### config.mk
export PLATFORM = sky130hd
export DESIGN_NAME = param_digital_lock
export DESIGN_NICKNAME = d
export VERILOG_FILES = /design/src/rtl/lock_pkg.sv /design/src/rtl/lock_timer.sv /design/src/rtl/param_digital_lock.sv
export SDC_FILE = /design/constraint.sdc
export NUM_CORES = 1
export LEC_CHECK = 0
export BUFFER_PORTS_ARGS = -buffer_cell sky130_fd_sc_hd__buf_2
export CORE_ASPECT_RATIO = 1.2
export CORE_MARGIN = 2
export CORE_UTILIZATION = 65
export DETAILED_ROUTE_END_ITERATION = 16
export PLACE_DENSITY = 0.82
export SLEW_MARGIN = 15
export SYNTH_ARGS = -nofsm -noshare
export SYNTH_HDL_FRONTEND = slang
export SYNTH_SLANG_ARGS = --single-unit
### constraint.sdc
create_clock -name clk -period 7.25 [get_ports clk]
set_input_delay 0.3625 -clock clk [delete_from_list [all_inputs] [get_ports clk]]
set_output_delay 0.3625 -clock clk [all_outputs]
set_load 0.02 [all_outputs]
### src/rtl/lock_pkg.sv
// Shared definitions for the keypad lock: state encoding and the symbol-width
// helper that the display controller also uses to decode state.
package lock_pkg;

  typedef enum logic [1:0] {
    ENTRY   = 2'd0,
    OPEN    = 2'd1,
    PROGRAM = 2'd2,
    LOCKOUT = 2'd3
  } lock_state_t;

  // Bits per code symbol; a single button still needs one bit.
  function automatic int sw_width(input int n);
    return (n <= 2) ? 1 : $clog2(n);
  endfunction

  function automatic int max_int(input int a, input int b);
    return (a > b) ? a : b;
  endfunction

endpackage

### src/rtl/lock_timer.sv
// Loadable down-counter that stops at zero; done is high while the count is zero.
module lock_timer #(
  parameter int WIDTH = 8
) (
  input  logic             clk,
  input  logic             rst,
  input  logic             load,
  input  logic [WIDTH-1:0] load_value,
  input  logic             enable,
  output logic             done
);

  logic [WIDTH-1:0] count;

  always_ff @(posedge clk or posedge rst) begin
    if (rst) begin
      count <= '0;
    end else if (load) begin
      count <= load_value;
    end else if (enable && (count != '0)) begin
      count <= count - 1'b1;
    end
  end

  assign done = (count == '0);

endmodule

### src/rtl/param_digital_lock.sv
// Keypad lock: matches a CODE_LEN-symbol entry against a stored code, with
// failed-attempt lockout, timed auto-relock and in-field code reprogramming.
module param_digital_lock
  import lock_pkg::*;
#(
  parameter int                                         NUM_BUTTONS    = 4,
  parameter int                                         CODE_LEN       = 4,
  parameter logic [CODE_LEN*sw_width(NUM_BUTTONS)-1:0]  DEFAULT_CODE   = 8'hE4,
  parameter int                                         MAX_FAILS      = 3,
  parameter int                                         UNLOCK_CYCLES  = 1_000_000,
  parameter int                                         LOCKOUT_CYCLES = 10_000_000
) (
  input  logic                              clk,
  input  logic                              rst,
  input  logic [NUM_BUTTONS-1:0]            btn_pulse,
  input  logic                              clr,
  input  logic                              prog_req,
  output logic                              unlocked,
  output logic                              locked_out,
  output logic                              prog_mode,
  output logic                              error,
  output logic [$clog2(CODE_LEN+1)-1:0]     digits_entered,
  output logic [$clog2(MAX_FAILS+1)-1:0]    fail_count
);

  localparam int SW = sw_width(NUM_BUTTONS);
  localparam int IW = $clog2(CODE_LEN + 1);
  localparam int FW = $clog2(MAX_FAILS + 1);
  localparam int CW = CODE_LEN * SW;
  localparam int TW = $clog2(max_int(UNLOCK_CYCLES, LOCKOUT_CYCLES) + 1);
  localparam logic [TW-1:0] UNLOCK_LOAD  = TW'(UNLOCK_CYCLES - 1);
  localparam logic [TW-1:0] LOCKOUT_LOAD = TW'(LOCKOUT_CYCLES - 1);

  lock_state_t   state_q, state_n;
  logic [IW-1:0] idx_q, idx_n;
  logic          mis_q, mis_n;
  logic [FW-1:0] fail_q, fail_n;
  logic [CW-1:0] code_q, code_n;
  logic [CW-1:0] shadow_q, shadow_n;
  logic          err_q, err_n;

  logic          tmr_load;
  logic [TW-1:0] tmr_value;
  logic          tmr_done;

  logic          press;
  logic          bad;
  logic [SW-1:0] sym;
  logic [SW-1:0] code_sym;
  logic [CW-1:0] shadow_w;
  logic          last;
  logic          sym_mis;
  logic [FW-1:0] fail_inc;

  // Press classification: more than one bit set is a bad press.
  assign press = |btn_pulse;
  assign bad   = ($countones(btn_pulse) > 1);

  always_comb begin
    sym = '0;
    for (int i = 0; i < NUM_BUTTONS; i++) begin
      if (btn_pulse[i]) sym = i[SW-1:0];
    end
  end

  always_comb begin
    code_sym = '0;
    shadow_w = shadow_q;
    for (int i = 0; i < CODE_LEN; i++) begin
      if (idx_q == IW'(i)) begin
        code_sym               = code_q[i*SW +: SW];
        shadow_w[i*SW +: SW]   = sym;
      end
    end
  end

  assign last     = (idx_q == IW'(CODE_LEN - 1));
  assign sym_mis  = bad || (sym != code_sym);
  assign fail_inc = (fail_q == FW'(MAX_FAILS)) ? fail_q : fail_q + 1'b1;

  lock_timer #(.WIDTH(TW)) u_timer (
    .clk        (clk),
    .rst        (rst),
    .load       (tmr_load),
    .load_value (tmr_value),
    .enable     (state_q != ENTRY),
    .done       (tmr_done)
  );

  always_ff @(posedge clk or posedge rst) begin
    if (rst) begin
      state_q  <= ENTRY;
      idx_q    <= '0;
      mis_q    <= 1'b0;
      fail_q   <= '0;
      code_q   <= DEFAULT_CODE;
      shadow_q <= '0;
      err_q    <= 1'b0;
    end else begin
      state_q  <= state_n;
      idx_q    <= idx_n;
      mis_q    <= mis_n;
      fail_q   <= fail_n;
      code_q   <= code_n;
      shadow_q <= shadow_n;
      err_q    <= err_n;
    end
  end

  always_comb begin
    state_n   = state_q;
    idx_n     = idx_q;
    mis_n     = mis_q;
    fail_n    = fail_q;
    code_n    = code_q;
    shadow_n  = shadow_q;
    err_n     = 1'b0;
    tmr_load  = 1'b0;
    tmr_value = UNLOCK_LOAD;
    case (state_q)
      ENTRY: begin
        if (clr) begin
          idx_n = '0;
          mis_n = 1'b0;
        end else if (press) begin
          if (last) begin
            idx_n = '0;
            mis_n = 1'b0;
            if (!(mis_q || sym_mis)) begin
              state_n  = OPEN;
              fail_n   = '0;
              tmr_load = 1'b1;
            end else begin
              err_n  = 1'b1;
              fail_n = fail_inc;
              if (fail_inc == FW'(MAX_FAILS)) begin
                state_n   = LOCKOUT;
                tmr_load  = 1'b1;
                tmr_value = LOCKOUT_LOAD;
              end
            end
          end else begin
            idx_n = idx_q + 1'b1;
            mis_n = mis_q || sym_mis;
          end
        end
      end
      OPEN: begin
        // A program request wins over relock in the expiry cycle.
        if (prog_req) begin
          state_n  = PROGRAM;
          idx_n    = '0;
          tmr_load = 1'b1;
        end else if (tmr_done) begin
          state_n = ENTRY;
        end
      end
      PROGRAM: begin
        if (clr || (press && bad) || tmr_done) begin
          err_n   = 1'b1;
          state_n = ENTRY;
          idx_n   = '0;
        end else if (press) begin
          if (last) begin
            code_n  = shadow_w;
            state_n = ENTRY;
            idx_n   = '0;
          end else begin
            shadow_n = shadow_w;
            idx_n    = idx_q + 1'b1;
          end
        end
      end
      LOCKOUT: begin
        if (tmr_done) begin
          state_n = ENTRY;
          fail_n  = '0;
        end
      end
      default: state_n = ENTRY;
    endcase
  end

  assign unlocked       = (state_q == OPEN);
  assign locked_out     = (state_q == LOCKOUT);
  assign prog_mode      = (state_q == PROGRAM);
  assign error          = err_q;
  assign digits_entered = ((state_q == ENTRY) || (state_q == PROGRAM)) ? idx_q : '0;
  assign fail_count     = fail_q;

endmodule

* After elaboration in Yosys (flattened, before gate mapping)
Index checks and enable logic that the tools add are counted.
** Word-level totals
- Latch bits :: 0
- Bits of input ports :: 8
- Memories kept :: 0
- Memory bits (writable) :: 0
- Logic and storage cells :: 117
- Register bits after elaboration :: 49
- ROM bits :: 0
- Output and inout port bits :: 9
** Cells by class
- Div/mod/pow operators :: 0
- Reduce and logical (&&, ||, !) cells :: 23
- $mul :: 0
- Bitwise logic cells :: 2
- $lt $le $gt $ge :: 1
- $add $sub $neg :: 6
- Shifts and indexed selects :: 0
- Equal/unequal tests :: 17
- Mux-type cells :: 60
** Operators by type and width (number)
- two-way mux 24 bit :: 8
- two-way mux 2 bit :: 26
- logical NOT 24 bit :: 1
- nonzero test 24 bit :: 1
- subtractor 24 x 1 -> 24 bit (second input constant) :: 1
- two-way mux 3 bit :: 6
- two-way mux 1 bit :: 15
- case mux 3 bit (3 select lines) :: 1
- == test 2 bit (second input constant) :: 4
- inequality test 2 bit (second input constant) :: 4
- case mux 2 bit (4 select lines) :: 1
- AND reduction 4 bit :: 2
- nonzero test 2 bit :: 4
- == test 3 x 2 -> 1 bit (second input constant) :: 2
- inequality test 3 x 1 -> 1 bit (second input constant) :: 2
- AND reduction 6 bit :: 1
- logical OR 1 bit :: 5
- AND reduction 5 bit :: 1
- adder 1 x 1 -> 2 bit :: 2
- case mux 1 bit (2 select lines) :: 2
- case mux 2 bit (2 select lines) :: 1
- AND reduction 2 bit :: 2
- OR reduction 4 bit :: 1
- adder 2 x 2 -> 3 bit :: 1
- 13 further kinds :: 15

* Logic depth before layout (Yosys ltp)
- Depth after elaboration :: 14
- Gate-level depth with buffers :: 11
- Gate-level depth less buffers :: 9

* Modules after synthesis
A second synthesis with hierarchy kept.
** Unflattened totals
- Cells, all modules :: 337
- Area total of the unflattened synthesis :: 3108.0 um2
** By module, submodules not included
- param_digital_lock :: sequential area each 580.6 um2, times used 1, cells each 175, area each 1612.8 um2
- lock_timer :: sequential area each 600.6 um2, times used 1, cells each 162, area each 1495.2 um2

* Worst setup path after synthesis
No wires, ideal clock.
- Kind :: register -> register
- Start point :: register state_q[0]
- End point :: register u_timer.count[20]
- Path buffers :: 1
- Path slack :: 4.830 ns
- Setup time :: 0.126 ns
- Arrival time :: 2.294 ns
- Stages on the path, launching flop included :: 10
- Required time :: 7.124 ns
- Clock period less this slack :: 2.420 ns
- Cell sequence :: dfrtp_1 > inv_1 > ha_1 > clkbuf_1 > inv_1 > nor2_1 > nand2_1 > nor4b_1 > nor4_1 > o32a_1
** On the way
- Word-level cells in the longest chain between the ends :: 3
- Elaborated cells between the ends (all ways) :: 8
- Classes of those cells :: eq/ne (1); mux (3); reduce/logical (4)
** RTL lines
- start: declaration :: line param_digital_lock.sv:34 : lock_state_t state_q, state_n;
- start signal: assignment :: line param_digital_lock.sv:100 : state_q <= state_n;
- == test 2 x 1 -> 1 bit, or another cell as far along :: line param_digital_lock.sv:120 : case (state_q)
- case mux 1 bit (2 select lines), or another cell as far along :: line param_digital_lock.sv:120
- two-way mux 24 bit / nonzero test 2 bit (equally long branches)
- end signal: assignment :: line lock_timer.sv:19 : count <= load_value;
- end signal: assignment :: line lock_timer.sv:21 : count <= count - 1'b1;
- end: declaration :: line lock_timer.sv:13 : logic [WIDTH-1:0] count;
Several ways; a longest one is shown, not always the timed one.
A chain may end at the register's enable or synchronous reset.

* Worst setup path after layout
- Start point :: register idx_q[1]
- End point :: register u_timer.count[23]
** On the way
- Word-level cells in the longest chain between the ends :: 14
- Elaborated cells between the ends (all ways) :: 23
- Classes of those cells :: eq/ne (4); mux (15); reduce/logical (4)
** RTL lines
- start: declaration :: line param_digital_lock.sv:35 : logic [IW-1:0] idx_q, idx_n;
- start signal: assignment :: line param_digital_lock.sv:101 : idx_q <= idx_n;
- logical NOT 3 bit :: line param_digital_lock.sv:70 : if (idx_q == IW'(i)) begin
- two-way mux 2 bit (4 in series) :: line param_digital_lock.sv:70
- inequality test 2 bit :: line param_digital_lock.sv:78 : assign sym_mis = bad || (sym != code_sym);
- logical OR 1 bit :: line param_digital_lock.sv:78
- logical OR 1 bit :: line param_digital_lock.sv:129 : if (!(mis_q || sym_mis)) begin
- two-way mux 1 bit / two-way mux 24 bit (equally long branches) :: line param_digital_lock.sv:129
- two-way mux 1 bit / two-way mux 24 bit (equally long branches) :: line param_digital_lock.sv:126 : if (last) begin
- two-way mux 1 bit / two-way mux 24 bit (equally long branches) :: line param_digital_lock.sv:125 : end else if (press) begin
- two-way mux 1 bit / two-way mux 24 bit (equally long branches) :: line param_digital_lock.sv:122 : if (clr) begin
- case mux 1 bit (2 select lines) / two-way mux 24 bit (equally long branches) :: line param_digital_lock.sv:120
- two-way mux 24 bit / nonzero test 2 bit (equally long branches)
Several ways; a longest one is shown, not always the timed one.

==> impl_metrics.csv <==
group,metric,value,unit
timing,fin_tns_setup,0,ps
clocking,cts_tree,"done",
timing,worst-slew-pin-transition,960,ps
timing,fin_worst_skew,8.04,ps
global_route,overflow,0,
die,fp.dieH,76.6,microns
global_route,grt_usage,0.277,
placed_design,place.detailed.hpwl,4400,microns
timing,hold_violations,0,
route,detail_route.iter0.violations,172,
layout,n_antenna_cell,0,
global_route,grt_start_max_net_pins,48,
layout,syn2layout_area_growth,9.04,%
yosys,ys_seq_area_frac,0.414,
timing,slew_headroom,0.359,
global_route,grt_first_pass_wirelength,10600,microns
die,core_area,0.00423,sq mm
die,floorplan.die_area,0.00493,sq mm
clocking,postCtsResizedCells,0,
clocking,clk-insertion-delay-late,310,ps
yosys,ys_async_sr_fraction,1.00,
route,drt-wirelength-per-cell,15.7,microns
clocking,cts_max_path_buffers,2,
layout,mostFrequentLayoutCell,"sky130_fd_sc_hd__dfrtp_1",
clocking,post_cts_setup_buffer_count,0,
timing,timing.fmax,342,MHz
route,drt_wl_total,6130,microns
yosys,post_synth_instance_area,0.00285,sq mm
layout,layout-drive-gt1-share,0.141,
yosys,yosysWarningCount,0,
min_path,min-delay-path-class,"input port to async pin",
yosys,post_synth_inst_count,316,
route,drt_pass1_iterations,4,
critical_path,setup.worst_path.end_class,"register",
layout,multi_input_comb_area,0.00158,sq mm
die,initial_core_util,0.674,
die,number_of_primary_i_o_pins,17,
route,drt_drc_violations_left,0,
timing,timing.hold.ws,272,ps
clocking,ctsHoldBuffers,0,
global_route,initial_antenna_violation_count,0,
timing,rsz_0062_raised_after_global_routing,"false",
critical_path,reg2reg_slack,4330,ps
critical_path,worst_ep_arrival_time,3160,ps
yosys,synth_flop_cell,"sky130_fd_sc_hd__dfrtp_1",
power_and_ir_drop,ir_drop,0.177,mV
clocking,clkTransAtPathRegs,90,ps
flow_run,max_cap_violations,0,
yosys,synthesis_stage_register_bit_count,47,
yosys,synth_cell_type_count,62,
critical_path,critical_path_class,"register to register",
placed_design,gp_congestion,0.798,
run_status,run_status,"finished, final reports clean",
layout,nFillCells,323,
layout,nets,353,
yosys,synth.net_count,336,
power_and_ir_drop,fin_total_pwr,0.972,mW
layout,most-common-layout-cells,"sky130_fd_sc_hd__dfrtp_1, sky130_fd_sc_hd__nand2_1, sky130_fd_sc_hd__o21ai_0, sky130_fd_sc_hd__nor2_1",
clocking,clk_root_buffer_cell,"sky130_fd_sc_hd__clkbuf_8",
clocking,cts-htree-levels,2,
clocking,clkSinkCount,47,
yosys,synth-edff-count,0,
yosys,syn_avg_cell_area,9.02,sq um
global_route,first_global_vias,2304,
critical_path,worst_ep_required_time,7490,ps
power_and_ir_drop,power_density,313,mW/mm^2
die,chipWidth,64.5,microns
die,fp_rows,26,
timing,final-max-slew-violation-count,0,
route,num_vias,2351,
timing,setup_violations,0,
placed_design,portBuffers,16,
critical_path,setup.worst_path.start_class,"register",
power_and_ir_drop,p_leak,1.30,nW
route,viasPerCell,6.03,
critical_path,critical_path_peak_fanout,10,
timing,period_minus_slack,2920,ps
timing,period_share,0.403,
route,ant_nets,0,
layout,area.sequential,0.00118,sq mm
clocking,clock_buffer_count_from_cts,5,
## where the power goes
group	total [mW]	internal [mW]	leakage, nW	switching (mW)
Combinational	0.324	0.127	0.669	0.198
Clock	0.231	0.138	0.0644	0.0933
Sequential	0.417	0.340	0.563	0.0773
## layout make-up
| cell class | instances | share of cell area |
|---|---|---|
| inverter | 15 | 0.0181 |
| timing repair buffer | 17 | 0.0282 |
| clock buffer | 5 | 0.0221 |
| tap | 56 | 0.0225 |
| sequential | 47 | 0.380 |
| multi-input combinational | 247 | 0.507 |
| clock inverter | 3 | 0.0217 |
## critical path, stage by stage (launching register included)
cell and delay, ps:
sky130_fd_sc_hd__dfrtp_1 410, sky130_fd_sc_hd__inv_1 90, sky130_fd_sc_hd__ha_1 230, sky130_fd_sc_hd__nand3b_1 170
sky130_fd_sc_hd__a221oi_1 240, sky130_fd_sc_hd__o21bai_1 110, sky130_fd_sc_hd__xor2_1 170, sky130_fd_sc_hd__nor4_2 770
sky130_fd_sc_hd__o31a_1 460, sky130_fd_sc_hd__o32a_1 220
## stage by stage
step | std cells | util | setup slack [ps] | cell area, sq um
after CTS | 390 | 0.735 | 4380 | 3110
after global routing | 390 | 0.735 | 4030 | 3110
after global placement | 382 | 0.703 | 4510 | 2970
after floorplan | 316 | - | 4830 | 2850
final | 390 | 0.735 | 4330 | 3110
after detailed placement | 382 | 0.703 | 4390 | 2970
## flip-flops by register name, summed over array words and instances, names as in the netlist
signal / flops
shadow_q: 6
u_timer.count: 24
error: 1
code_q: 8
idx_q: 3
fail_count: 2
state_q: 2
mis_q: 1
## path summary, 6_finish.rpt
kind / start / to / cells after the start
hold / removal: rst / u_timer.count[3] / 2
hold reg to reg: code_q[5] / code_q[5] / 2
max in group asynchronous: rst / shadow_q[2] / 2
min in group clk: clr / mis_q / 4
setup / recovery: idx_q[1] / u_timer.count[23] / 9
setup reg to reg: idx_q[1] / u_timer.count[23] / 9
## logic make-up after synthesis
kind of cell | synth area share
compound gates | 0.170
xor+xnor | 0.0584
buf+inv | 0.0325
simple gates | 0.266
fa+ha+maj | 0.0553
flops | 0.414
mux | 0.00351
## cell usage after synthesis, drive strengths merged, types with 2 or more instances
library cell,instances,area (sq um)
dfrtp,43,1080
nand2,42,158
o21ai,35,175
nor2,27,118
a21oi,17,96.4
inv,15,56.3
xnor2,12,105
ha,11,138
nor3,9,45.0
nor4,9,77.6
nand3,8,52.6
nor2b,7,43.8
xor2,7,61.3
nand2b,6,37.5
nand4,6,37.5
and2,4,26.3
and3,4,31.3
clkbuf,4,15.0
dfstp,4,105
a31oi,3,25.0
buf,3,21.3
or2,3,18.8
or3,3,18.8
or4,3,30.0
a211oi,2,15.0
a21o,2,15.0
nor3b,2,15.0
o22ai,2,12.5
o31a,2,17.5
o32a,2,20.0
## per-layer routing
layer / vias up / GRT usage / wire length, microns
met1: 1150 / 0.344 / 2640
met3: 12 / 0.0399 / 146
li1: 1150 / - / -
met4: 0 / 0.115 / 141
met5: - / 0 / 0
met2: 39 / 0.479 / 3210
Note: power is estimated with default switching activity, not from simulation.
